--- config.mk ---
export PLATFORM = sky130hd
export DESIGN_NAME = vga_timing_ctrl
export DESIGN_NICKNAME = d
export VERILOG_FILES = /design/src/rtl/vga_timing_ctrl.sv
export SDC_FILE = /design/constraint.sdc
export NUM_CORES = 1
export LEC_CHECK = 0
export BUFFER_PORTS_ARGS = -buffer_cell sky130_fd_sc_hd__buf_4
export CORE_UTILIZATION = 57
export DETAILED_ROUTE_END_ITERATION = 6
export GPL_TIMING_DRIVEN = 0
export PLACE_DENSITY = 0.83
export SLEW_MARGIN = 10
export SYNTH_ARGS = -nofsm -noshare
export SYNTH_HDL_FRONTEND = slang
export SYNTH_SLANG_ARGS = --single-unit
--- constraint.sdc ---
create_clock -name clk -period 4.6 [get_ports clk]
set_input_delay 0.46 -clock clk [delete_from_list [all_inputs] [get_ports clk]]
set_output_delay 0.46 -clock clk [all_outputs]
set_load 0.05 [all_outputs]
--- src/rtl/vga_timing_ctrl.sv ---
// VGA raster timing: pixel/line counters with run/stop control, decoding
// sync, visibility and frame/line markers from the current count.
module vga_timing_ctrl #(
  parameter int unsigned WIDTH    = 10,
  parameter int unsigned H_ACTIVE = 640,
  parameter int unsigned H_FP     = 16,
  parameter int unsigned H_SYNC   = 96,
  parameter int unsigned H_BP     = 48,
  parameter int unsigned V_ACTIVE = 480,
  parameter int unsigned V_FP     = 10,
  parameter int unsigned V_SYNC   = 2,
  parameter int unsigned V_BP     = 33,
  parameter logic        SYNC_POL = 1'b0
) (
  input  logic             clk,
  input  logic             rst,
  input  logic             en,
  input  logic             start,
  input  logic             stop,
  output logic             hsync,
  output logic             vsync,
  output logic             video_on,
  output logic [WIDTH-1:0] x,
  output logic [WIDTH-1:0] y,
  output logic             frame_start,
  output logic             line_end,
  output logic             busy
);

  localparam int unsigned H_TOTAL = H_ACTIVE + H_FP + H_SYNC + H_BP;
  localparam int unsigned V_TOTAL = V_ACTIVE + V_FP + V_SYNC + V_BP;

  localparam logic [WIDTH-1:0] H_LAST     = WIDTH'(H_TOTAL - 1);
  localparam logic [WIDTH-1:0] V_LAST     = WIDTH'(V_TOTAL - 1);
  localparam logic [WIDTH-1:0] H_ACT_END  = WIDTH'(H_ACTIVE);
  localparam logic [WIDTH-1:0] V_ACT_END  = WIDTH'(V_ACTIVE);
  localparam logic [WIDTH-1:0] H_SYNC_BEG = WIDTH'(H_ACTIVE + H_FP);
  localparam logic [WIDTH-1:0] H_SYNC_END = WIDTH'(H_ACTIVE + H_FP + H_SYNC);
  localparam logic [WIDTH-1:0] V_SYNC_BEG = WIDTH'(V_ACTIVE + V_FP);
  localparam logic [WIDTH-1:0] V_SYNC_END = WIDTH'(V_ACTIVE + V_FP + V_SYNC);

  typedef enum logic [1:0] {
    IDLE     = 2'd0,
    RUN      = 2'd1,
    STOPPING = 2'd2
  } state_t;

  state_t           state;
  state_t           state_next;
  logic [WIDTH-1:0] h_cnt;
  logic [WIDTH-1:0] v_cnt;
  logic [WIDTH-1:0] h_next;
  logic [WIDTH-1:0] v_next;
  logic             scanning;
  logic             h_wrap;
  logic             v_wrap;
  logic             frame_wrap;

  assign scanning   = (state != IDLE);
  // >= rather than == so an out-of-range count can never run away
  assign h_wrap     = (h_cnt >= H_LAST);
  assign v_wrap     = (v_cnt >= V_LAST);
  assign frame_wrap = en & h_wrap & v_wrap;

  // State and counter registers
  always_ff @(posedge clk or negedge rst) begin
    if (!rst) begin
      state <= IDLE;
      h_cnt <= '0;
      v_cnt <= '0;
    end else begin
      state <= state_next;
      h_cnt <= h_next;
      v_cnt <= v_next;
    end
  end

  // Next-state and counter advance; start/stop act on any clk, counting only on en
  always_comb begin
    state_next = state;
    h_next     = h_cnt;
    v_next     = v_cnt;

    unique case (state)
      IDLE: begin
        if (start && !stop) state_next = RUN;
      end
      RUN: begin
        if (stop) state_next = STOPPING;
      end
      STOPPING: begin
        if (start && !stop) state_next = RUN;
        else if (frame_wrap) state_next = IDLE;
      end
      default: state_next = IDLE;
    endcase

    if (!scanning) begin
      h_next = '0;
      v_next = '0;
    end else if (en) begin
      if (h_wrap) begin
        h_next = '0;
        v_next = v_wrap ? '0 : v_cnt + WIDTH'(1);
      end else begin
        h_next = h_cnt + WIDTH'(1);
      end
    end
  end

  // Output decode straight from the count registers, gated by busy
  assign busy        = scanning;
  assign x           = h_cnt;
  assign y           = v_cnt;
  assign video_on    = scanning && (h_cnt < H_ACT_END) && (v_cnt < V_ACT_END);
  assign hsync       = (scanning && (h_cnt >= H_SYNC_BEG) && (h_cnt < H_SYNC_END))
                       ? SYNC_POL : ~SYNC_POL;
  assign vsync       = (scanning && (v_cnt >= V_SYNC_BEG) && (v_cnt < V_SYNC_END))
                       ? SYNC_POL : ~SYNC_POL;
  assign frame_start = scanning && en && (h_cnt == '0) && (v_cnt == '0);
  assign line_end    = scanning && en && h_wrap;

endmodule

==> flow_summary.json, run 1 <==
{
  "layout.nets": 206,
  "numCtsBuffers": 3,
  "cts_setup_buffers": 0,
  "failed_checks": "negative hold slack",
  "post_drt_wl_per_cell_um": 16.0,
  "cts_resized": 0,
  "netlist_instances": 162,
  "worstSetupPathType": "flip-flop to output port",
  "h-tree-depth": 1,
  "antenna_cells": 0,
  "intPower_w": 0.000257,
  "synth_flop_cell": "dfrtp_1",
  "status": "finished, violations left",
  "critPathSlowestCell": "o41ai_1",
  "p_leak_nw": 0.790,
  "cp_max_fo": 10,
  "ioPinCount": 31,
  "yosysWarnings": 0,
  "grtUsageTotal_pct": 30.9,
  "fin_crit_ns": 3.00,
  "start_kind": "flip-flop",
  "relSlewSlack_pct": 47.9,
  "drc": 0,
  "setup_violations": 0,
  "dieArea_mm2": 0.00267,
  "cp_num_buf_inv": 2,
  "critPathRequiredTime_ns": 4.14,
  "die_h_um": 51.7,
  "design.core.area_mm2": 0.00228,
  "crit_path_cell_trace": "ha_1 > and4_1 > o41ai_1 > clkbuf_1 > nor2_1 > buf_4",
  "gp_congestion": 0.902,
  "synthesis.nets": 171,
  "yosysTopAreaCell": "dfrtp_1",
  "clkTransAtPathRegs_ns": 0.12,
  "async_reset_ff_share_pct": 100,
  "grt_start_max_net_pins": 23,
  "clk_path_buf_depth": 2,
  "synth-seq-area-share_pct": 39.1,
  "overflow": 0,
  "antenna_found_initial": 0,
  "grt_pass1_wl_mm": 6.01,
  "combPwrFrac_pct": 24.5,
  "via_per_inst": 6.55,
  "insertion_delay_ns": 0.32,
  "drt-initial-drc-count": 50,
  "fp-row-count": 17,
  "postCtsHoldBufs": 0,
  "fmax_mhz": 334,
  "syn_area_mm2": 0.00141,
  "synth_top_area_share_pct": 39.1,
  "drive_above_1_share_pct": 20.0,
  "power_density_mw_per_mm2": 231,
  "cts.sinks": 22,
  "synth-edff-count": 0,
  "swShare_pct": 34.1,
  "ir_drop_mv": 0.190,
  "ys_ff_latch": 22,
  "final_hold_viol_count": 4,
  "cts_tree": "yes",
  "start_util_pct": 61.8,
  "period_share_pct": 65.1,
  "ys_types": 42,
  "cp-end-kind": "output port",
  "dr.pass1.iters": 4,
  "wirelength_mm": 3.58,
  "fp.dieW_um": 51.7,
  "fillerInstances": 176,
  "critical-path-top-delay-family": "buffers and inverters",
  "cap_viol_max_count": 0,
  "whs_ns": -0.00690,
  "slowest_delay_ns": 0.55,
  "cp.arrival_ns": 2.54,
  "cts_root_buf": "clkbuf_4",
  "synthTopCellsByArea": "dfrtp_1, nand2_1, nor3_1",
  "p_sw_w": 0.000133,
  "finalMaxSlewViolations": 0,
  "rsz0062_at_grt": "no",
  "ant_nets": 0,
  "fin_skew_ns": 0.0114,
  "dpl.hpwl_mm": 2.62,
  "syn_avg_cell_area_um2": 8.68,
  "dr_total_vias": 1461,
  "hold_class": "input pin to async pin",
  "seq_power_share_pct": 52.2,
  "area_growth_syn_to_layout_pct": 20.1,
  "finalSetupTns_ns": 0,
  "power_frac_clock_pct": 23.3,
  "port_buffers": 30,
  "worst_pin_slew_ns": 0.781,
  "grt_pass1_vias": 1308
}
## cells in the final DEF, fill, tap and decap left out, types with 6 or more instances in the layout
master,netlist,layout
nand3_1,8,8
nand4_1,7,7
nand2_1,17,17
inv_1,6,6
a21oi_1,9,9
nor3_1,11,11
clkbuf_1,6,6
dfrtp_1,22,22
buf_4,0,30
nor2_1,8,8
## per-layer routing
metal / vias up / wire length (um) / global-route usage [%]
li1: 688 / - / -
met1: 697 / 1530 / 43.5
met2: 67 / 1740 / 47.2
met3: 9 / 232 / 3.22
met4: 0 / 78 / 15.3
met5: - / 0 / 0
## state kept, by name (all words and copies together), names as in the netlist
signal,flops
x,10
y,10
state,2
## logic make-up (layout without fill, tap and decap cells)
group | Yosys count | after routing | share of synthesized area (%)
buf+inv | 14 | 47 | 3.82
compound gates | 40 | 40 | 20.7
mux | 1 | 1 | 0.801
xor+xnor | 1 | 1 | 0.623
fa+ha+maj | 4 | 4 | 3.56
flops | 22 | 22 | 39.1
simple gates | 80 | 80 | 31.3
## Yosys cell counts, types with 3 or more instances
| master | n |
|---|---|
| ha_1 | 4 |
| and3_1 | 4 |
| nor2_1 | 8 |
| nand3_1 | 8 |
| o31ai_1 | 4 |
| a22o_1 | 4 |
| nor4b_1 | 3 |
| nor3_1 | 11 |
| nand2b_1 | 4 |
| nand2_1 | 17 |
| a21o_1 | 3 |
| or4_1 | 3 |
| inv_1 | 6 |
| clkbuf_1 | 6 |
| nor3b_1 | 3 |
| a21oi_1 | 9 |
| nor4_1 | 4 |
| dfrtp_1 | 22 |
| nand4_1 | 7 |
| o21ai_0 | 4 |
## layout make-up
type                    count  area [um2]  area share, %
plain buffers               7        27.5           1.63
well taps                  28        35.0           2.07
inverters                   7        26.3           1.56
repair buffers             30         225           13.3
multi-input cells         126         802           47.5
flip-flops and latches     22         551           32.6
clock buffers               3        22.5           1.33
## through the flow
| step | total power (W) | setup slack (ns) | cells | util (%) | area (um2) |
|---|---|---|---|---|---|
| 2_1_floorplan | 0.000269 | 1.97 | 162 | - | 1410 |
| 3_3_place_gp | 0.000299 | 2.13 | 220 | 73.2 | 1670 |
| 3_5_place_dp | 0.000303 | 2.11 | 220 | 73.2 | 1670 |
| 4_1_cts | 0.000392 | 1.73 | 223 | 74.2 | 1690 |
| 5_1_grt | 0.000408 | 1.47 | 223 | 74.2 | 1690 |
| 6_report | 0.000390 | 1.60 | 223 | 74.2 | 1690 |
## final timing paths
check                                     start                    to  slack (ns)  cells after the start
max in group asynchronous                   rst      y[2]$_DFFE_PN0P_        4.37                      1
min in group clk                           stop  state[0]$_DFFE_PN0P_        0.30                      2
setup reg to reg               x[1]$_DFFE_PN0P_      y[2]$_DFFE_PN0P_        2.25                      6
hold reg to reg            state[1]$_DFFE_PN0P_  state[1]$_DFFE_PN0P_        0.55                      1
hold / removal                              rst      x[8]$_DFFE_PN0P_      -0.007                      1
setup / recovery               x[1]$_DFFE_PN0P_              line_end        1.60                      6
## power groups by stage
stage	combinational, W	clock [W]	sequential (W)
3_3_place_gp	0.0000921	0	0.000207
3_5_place_dp	0.0000959	0	0.000207
2_1_floorplan	0.0000541	0	0.000215
4_1_cts	0.0000961	0.0000928	0.000203
5_1_grt	0.000103	0.000101	0.000204
6_report	0.0000955	0.0000910	0.000203
Power figures use the tool's default switching activity.
==> run 2, diff against run 1 <==
--- a/config.mk
+++ b/config.mk
@@ -6,10 +6,10 @@
 export NUM_CORES = 1
 export LEC_CHECK = 0
 export BUFFER_PORTS_ARGS = -buffer_cell sky130_fd_sc_hd__buf_4
-export CORE_UTILIZATION = 57
+export CORE_UTILIZATION = 53
 export DETAILED_ROUTE_END_ITERATION = 6
 export GPL_TIMING_DRIVEN = 0
-export PLACE_DENSITY = 0.83
+export PLACE_DENSITY = 0.78
 export SLEW_MARGIN = 10
 export SYNTH_ARGS = -nofsm -noshare
 export SYNTH_HDL_FRONTEND = slang
==> constraint.sdc (replaced) <==
create_clock -name clk -period 3 [get_ports clk]
set_input_delay 0.3 -clock clk [delete_from_list [all_inputs] [get_ports clk]]
set_output_delay 0.3 -clock clk [all_outputs]
set_load 0.05 [all_outputs]
==> run 2 against run 1 <==
Compared with the run above: the flow now finishes without violations; cell area grew 0.74%; routed wire length fell by 0.28%; sequential power increased by 54%; critical path depth is the same.
==> flow_summary.json, run 2 (synthesis gave the netlist of run 1 again) <==
{
  "reg2reg_from": "x[1]$_DFFE_PN0P_",
  "cp.arrival_ns": 2.43,
  "dpl.hpwl_mm": 2.52,
  "rsz0062_at_grt": "no",
  "insertion_delay_ns": 0.31,
  "period_share_pct": 90.8,
  "worstHoldStart": "stop",
  "final_common_cell": "buf_4",
  "critPathRequiredTime_ns": 2.70,
  "r2r-end": "x[3]$_DFFE_PN0P_",
  "fmax_mhz": 367,
  "cts_setup_buffers": 0,
  "fp-row-count": 18,
  "h-tree-depth": 1,
  "dr.pass1.iters": 4,
  "min_to": "state[0]$_DFFE_PN0P_",
  "numCtsBuffers": 3,
  "clk_path_buf_depth": 2,
  "final_hold_viol_count": 0,
  "cts.sinks": 22,
  "start_util_pct": 56.3,
  "worstSetupPathType": "flip-flop to output port",
  "drive_above_1_share_pct": 19.9,
  "start_kind": "flip-flop",
  "finalSetupTns_ns": 0,
  "seq_power_share_pct": 52.3,
  "final_cell_mix": "buf_4, dfrtp_1, nand2_1",
  "fp.dieW_um": 53.5,
  "drt-initial-drc-count": 66,
  "power_frac_clock_pct": 23.2,
  "intPower_w": 0.000394,
  "reg2reg_depth": 5,
  "ir_drop_mv": 0.247,
  "cts_resized": 0,
  "swShare_pct": 34.0,
  "layout.nets": 207,
  "fin_skew_ns": 0.000745,
  "final_core_util_pct": 68.1,
  "design.core.area_mm2": 0.00250,
  "fin_crit_ns": 2.73,
  "ioPinCount": 31,
  "fillerInstances": 211,
  "dieArea_mm2": 0.00286,
  "cap_viol_max_count": 0,
  "die_h_um": 53.5,
  "antenna_found_initial": 0,
  "area_growth_syn_to_layout_pct": 21.0,
  "postCtsHoldBufs": 1,
  "clkTransAtPathRegs_ns": 0.12,
  "grt_start_max_net_pins": 23,
  "via_per_inst": 6.21,
  "cp_max_fo": 10,
  "dr_total_vias": 1404,
  "grt_pass1_vias": 1233,
  "relSlewSlack_pct": 46.4,
  "power_density_mw_per_mm2": 351,
  "antenna_cells": 0,
  "cp-end-kind": "output port",
  "overflow": 0,
  "drc": 0,
  "gp_congestion": 0.852,
  "reg2reg_slack_ns": 0.70,
  "p_leak_nw": 0.794,
  "cts_tree": "yes",
  "combPwrFrac_pct": 24.6,
  "finalMaxSlewViolations": 0,
  "ant_nets": 0,
  "wirelength_mm": 3.57,
  "p_sw_w": 0.000203,
  "worst_pin_slew_ns": 0.804,
  "setup_violations": 0,
  "cts_root_buf": "clkbuf_4",
  "grt_pass1_wl_mm": 5.63,
  "status": "finished, final reports clean",
  "hold_class": "input pin to flip-flop",
  "port_buffers": 30,
  "grtUsageTotal_pct": 27.3,
  "post_drt_wl_per_cell_um": 15.8,
  "holdPathStages": 2
}
## run 2: changes by cell type in the layout (fill, tap and decap cells not counted)
cell,delta
dlygate4sd3_1,+1
## run 2: worst max path at each step
stage	slack, ns	end	start
2_1_floorplan	0.53	line_end	x[1]$_DFFE_PN0P_
4_1_cts	0.29	line_end	x[0]$_DFFE_PN0P_
3_3_place_gp	0.69	line_end	x[0]$_DFFE_PN0P_
5_1_grt	0.08	line_end	x[0]$_DFFE_PN0P_
3_5_place_dp	0.66	line_end	x[0]$_DFFE_PN0P_
6_report	0.27	line_end	x[0]$_DFFE_PN0P_
## run 2: cell type report
cell class | count | area, um2 | area share (%)
Multi-Input combinational cell | 126 | 802 | 47.1
Tap cell | 30 | 37.5 | 2.21
Sequential cell | 22 | 551 | 32.4
Inverter | 7 | 26.3 | 1.54
Buffer | 7 | 27.5 | 1.62
Timing Repair Buffer | 31 | 235 | 13.8
Clock buffer | 3 | 22.5 | 1.32
## run 2: through the flow
stage	setup WS [ns]	power [W]	std cells	area (um2)	hold slack [ns]
global route	0.0788	0.000626	226	1700	0.119
global placement	0.693	0.000460	222	1670	0.203
floorplan	0.534	0.000413	162	1410	0.00441
detailed placement	0.655	0.000463	222	1670	0.207
CTS	0.287	0.000602	226	1700	0.117
finish	0.275	0.000597	226	1700	0.124
## run 2: metal layers
layer | share of wire (%) | wire length, um | vias to the layer above | GRT usage, %
met5 | 0 | 0 | - | 0
met4 | 1.4 | 51 | 0 | 13.2
met3 | 5.6 | 201 | 5 | 4.02
met2 | 46 | 1630 | 51 | 40.4
met1 | 47 | 1680 | 658 | 38.7
li1 | - | - | 690 | -
## run 2: critical path, stage by stage (launching register included)
cell	delay, ns
dfrtp_1	0.45
ha_1	0.27
and4_1	0.26
o41ai_1	0.43
clkbuf_1	0.41
nor2_1	0.09
buf_4	0.21
## run 2: power by group through the flow
stage / logic, W / clock network, W / registers (W)
floorplan: 0.0000829 / 0 / 0.000330
global placement: 0.000143 / 0 / 0.000317
detailed placement: 0.000145 / 0 / 0.000318
CTS: 0.000147 / 0.000144 / 0.000312
global route: 0.000158 / 0.000154 / 0.000314
finish: 0.000147 / 0.000138 / 0.000312
==> run 3, diff against run 2 <==
--- a/config.mk
+++ b/config.mk
@@ -6,10 +6,11 @@
 export NUM_CORES = 1
 export LEC_CHECK = 0
 export BUFFER_PORTS_ARGS = -buffer_cell sky130_fd_sc_hd__buf_4
+export CORE_MARGIN = 4
 export CORE_UTILIZATION = 53
 export DETAILED_ROUTE_END_ITERATION = 6
 export GPL_TIMING_DRIVEN = 0
-export PLACE_DENSITY = 0.78
+export PLACE_DENSITY = 0.8
 export SLEW_MARGIN = 10
 export SYNTH_ARGS = -nofsm -noshare
 export SYNTH_HDL_FRONTEND = slang
==> run 3 against run 2 <==
Compared with the run above: final cell count did not move; largest power group unchanged; utilization unchanged; non-clock buffer count stayed put.
==> flow_summary.json, run 3 (synthesis gave the netlist of run 1 again) <==
{
  "status": "finished, final reports clean",
  "final_hold_viol_count": 0,
  "h-tree-depth": 1,
  "final_common_cell": "buf_4",
  "holdPathStages": 2,
  "ant_nets": 0,
  "finalSetupTns_ns": 0,
  "fillerInstances": 215,
  "final_cell_mix": "buf_4, dfrtp_1, nand2_1",
  "dp_slack_ns": 0.602,
  "cts.sinks": 22,
  "via_per_inst": 6.34,
  "combPwrFrac_pct": 24.7,
  "drc": 0,
  "grt_pass1_wl_mm": 6.49,
  "dieArea_mm2": 0.00354,
  "cts_resized": 0,
  "ioPinCount": 31,
  "layout.nets": 207,
  "seq_power_share_pct": 51.8,
  "rsz0062_at_grt": "no",
  "crit_path_cell_trace": "ha_1 > and4_1 > o41ai_1 > clkbuf_1 > nor2_1 > buf_4",
  "cts_root_buf": "clkbuf_4",
  "met3_usage_pct": 3.05,
  "grt_pass1_vias": 1396,
  "setup_violations": 0,
  "grt_start_max_net_pins": 23,
  "port_buffers": 30,
  "power_density_mw_per_mm2": 354,
  "worst_pin_slew_ns": 0.845,
  "dpl.hpwl_mm": 2.71,
  "cap_viol_max_count": 0,
  "dr_total_vias": 1432,
  "critPathSlowestCell": "o41ai_1",
  "intPower_w": 0.000395,
  "top_usage_layer": "met2",
  "dr.pass1.iters": 4,
  "cp.arrival_ns": 2.49,
  "overflow": 0,
  "relSlewSlack_pct": 43.2,
  "fin_skew_ns": 0.00545,
  "grt.met1_usage_pct": 32.7,
  "period_share_pct": 92.9,
  "post_drt_wl_per_cell_um": 16.6,
  "cts_tree": "yes",
  "p_sw_w": 0.000207,
  "insertion_delay_ns": 0.32,
  "finalMaxSlewViolations": 0,
  "cp_max_fo": 10,
  "fp.dieW_um": 59.5,
  "slowest_delay_ns": 0.51,
  "area_growth_syn_to_layout_pct": 21.0,
  "start_kind": "flip-flop",
  "register_area_um2": 551,
  "critPathRequiredTime_ns": 2.70,
  "die_h_um": 59.5,
  "fin_crit_ns": 2.79,
  "cp-end-kind": "output port",
  "grtUsageTotal_pct": 23.9,
  "swShare_pct": 34.4,
  "reg2reg_depth": 6,
  "fmax_mhz": 359,
  "design.core.area_mm2": 0.00250,
  "hold_class": "input pin to flip-flop",
  "antenna_found_initial": 0,
  "multi_input_area_um2": 802,
  "setup_ws_ns": 0.214,
  "clk_path_buf_depth": 2,
  "drive_above_1_share_pct": 19.9,
  "p_leak_nw": 0.794,
  "start_util_pct": 56.3,
  "gr-usage-met2_pct": 38.7,
  "drt-initial-drc-count": 95,
  "ir_drop_mv": 0.327,
  "antenna_cells": 0,
  "gp_congestion": 0.877,
  "power_frac_clock_pct": 23.5,
  "worstSetupPathType": "flip-flop to output port",
  "fp-row-count": 18,
  "numCtsBuffers": 3,
  "clkTransAtPathRegs_ns": 0.12,
  "wirelength_mm": 3.75
}
[run 3: path summary, 6_finish.rpt]
check / from / to / slack (ns)
max reg2reg: x[1]$_DFFE_PN0P_ / y[2]$_DFFE_PN0P_ / 0.67
min in group asynchronous: rst / y[4]$_DFFE_PN0P_ / 0.39
min reg2reg: state[1]$_DFFE_PN0P_ / state[1]$_DFFE_PN0P_ / 0.56
min: stop / state[0]$_DFFE_PN0P_ / 0.12
max in group asynchronous: rst / x[3]$_DFFE_PN0P_ / 2.38
max: x[1]$_DFFE_PN0P_ / line_end / 0.21
[run 3: cell type report]
cell class                      instances  share of cell area [%]
Sequential cell                        22                    32.4
Multi-Input combinational cell        126                    47.1
Inverter                                7                    1.54
Tap cell                               30                    2.21
Buffer                                  7                    1.62
Clock buffer                            3                    1.32
Timing Repair Buffer                   31                    13.8
[run 3: power by group through the flow]
stage,sequential [W],clock (W),combinational (W)
final,0.000312,0.000142,0.000148
after global routing,0.000313,0.000156,0.000161
after floorplan,0.000330,0,0.0000829
after global placement,0.000317,0,0.000144
after detailed placement,0.000317,0,0.000148
after CTS,0.000312,0.000144,0.000149
[run 3: worst max-delay path: cells and delay by family (launching register included)]
family / cells / cell delay (ns)
simple gates: 2 / 0.33
buf+inv: 2 / 0.60
fa+ha+maj: 1 / 0.26
flops: 1 / 0.45
compound gates: 1 / 0.51
[run 3: repair_timing]
action                    4_1_cts  5_1_grt
hold endpoints to repair       22        0
hold buffers                    1        0
buffers inserted                0        0
[run 3: routing by layer]
metal | wire length, um | share of wire, % | up-vias
met5 | 0 | 0 | -
met4 | 43 | 1.1 | 0
met3 | 279 | 7.4 | 3
met2 | 1730 | 46 | 70
met1 | 1690 | 45 | 670
li1 | - | - | 689
[run 3: metrics by stage]
| step | instance area (um2) | instances | total power, W | hold slack [ns] | utilization (%) |
|---|---|---|---|---|---|
| after global placement | 1670 | 222 | 0.000460 | 0.206 | 66.8 |
| after detailed placement | 1670 | 222 | 0.000465 | 0.209 | 66.8 |
| after floorplan | 1410 | 162 | 0.000413 | 0.00441 | - |
| final | 1700 | 226 | 0.000602 | 0.118 | 68.1 |
| after global routing | 1700 | 226 | 0.000630 | 0.121 | 68.1 |
| after CTS | 1700 | 226 | 0.000605 | 0.118 | 68.1 |
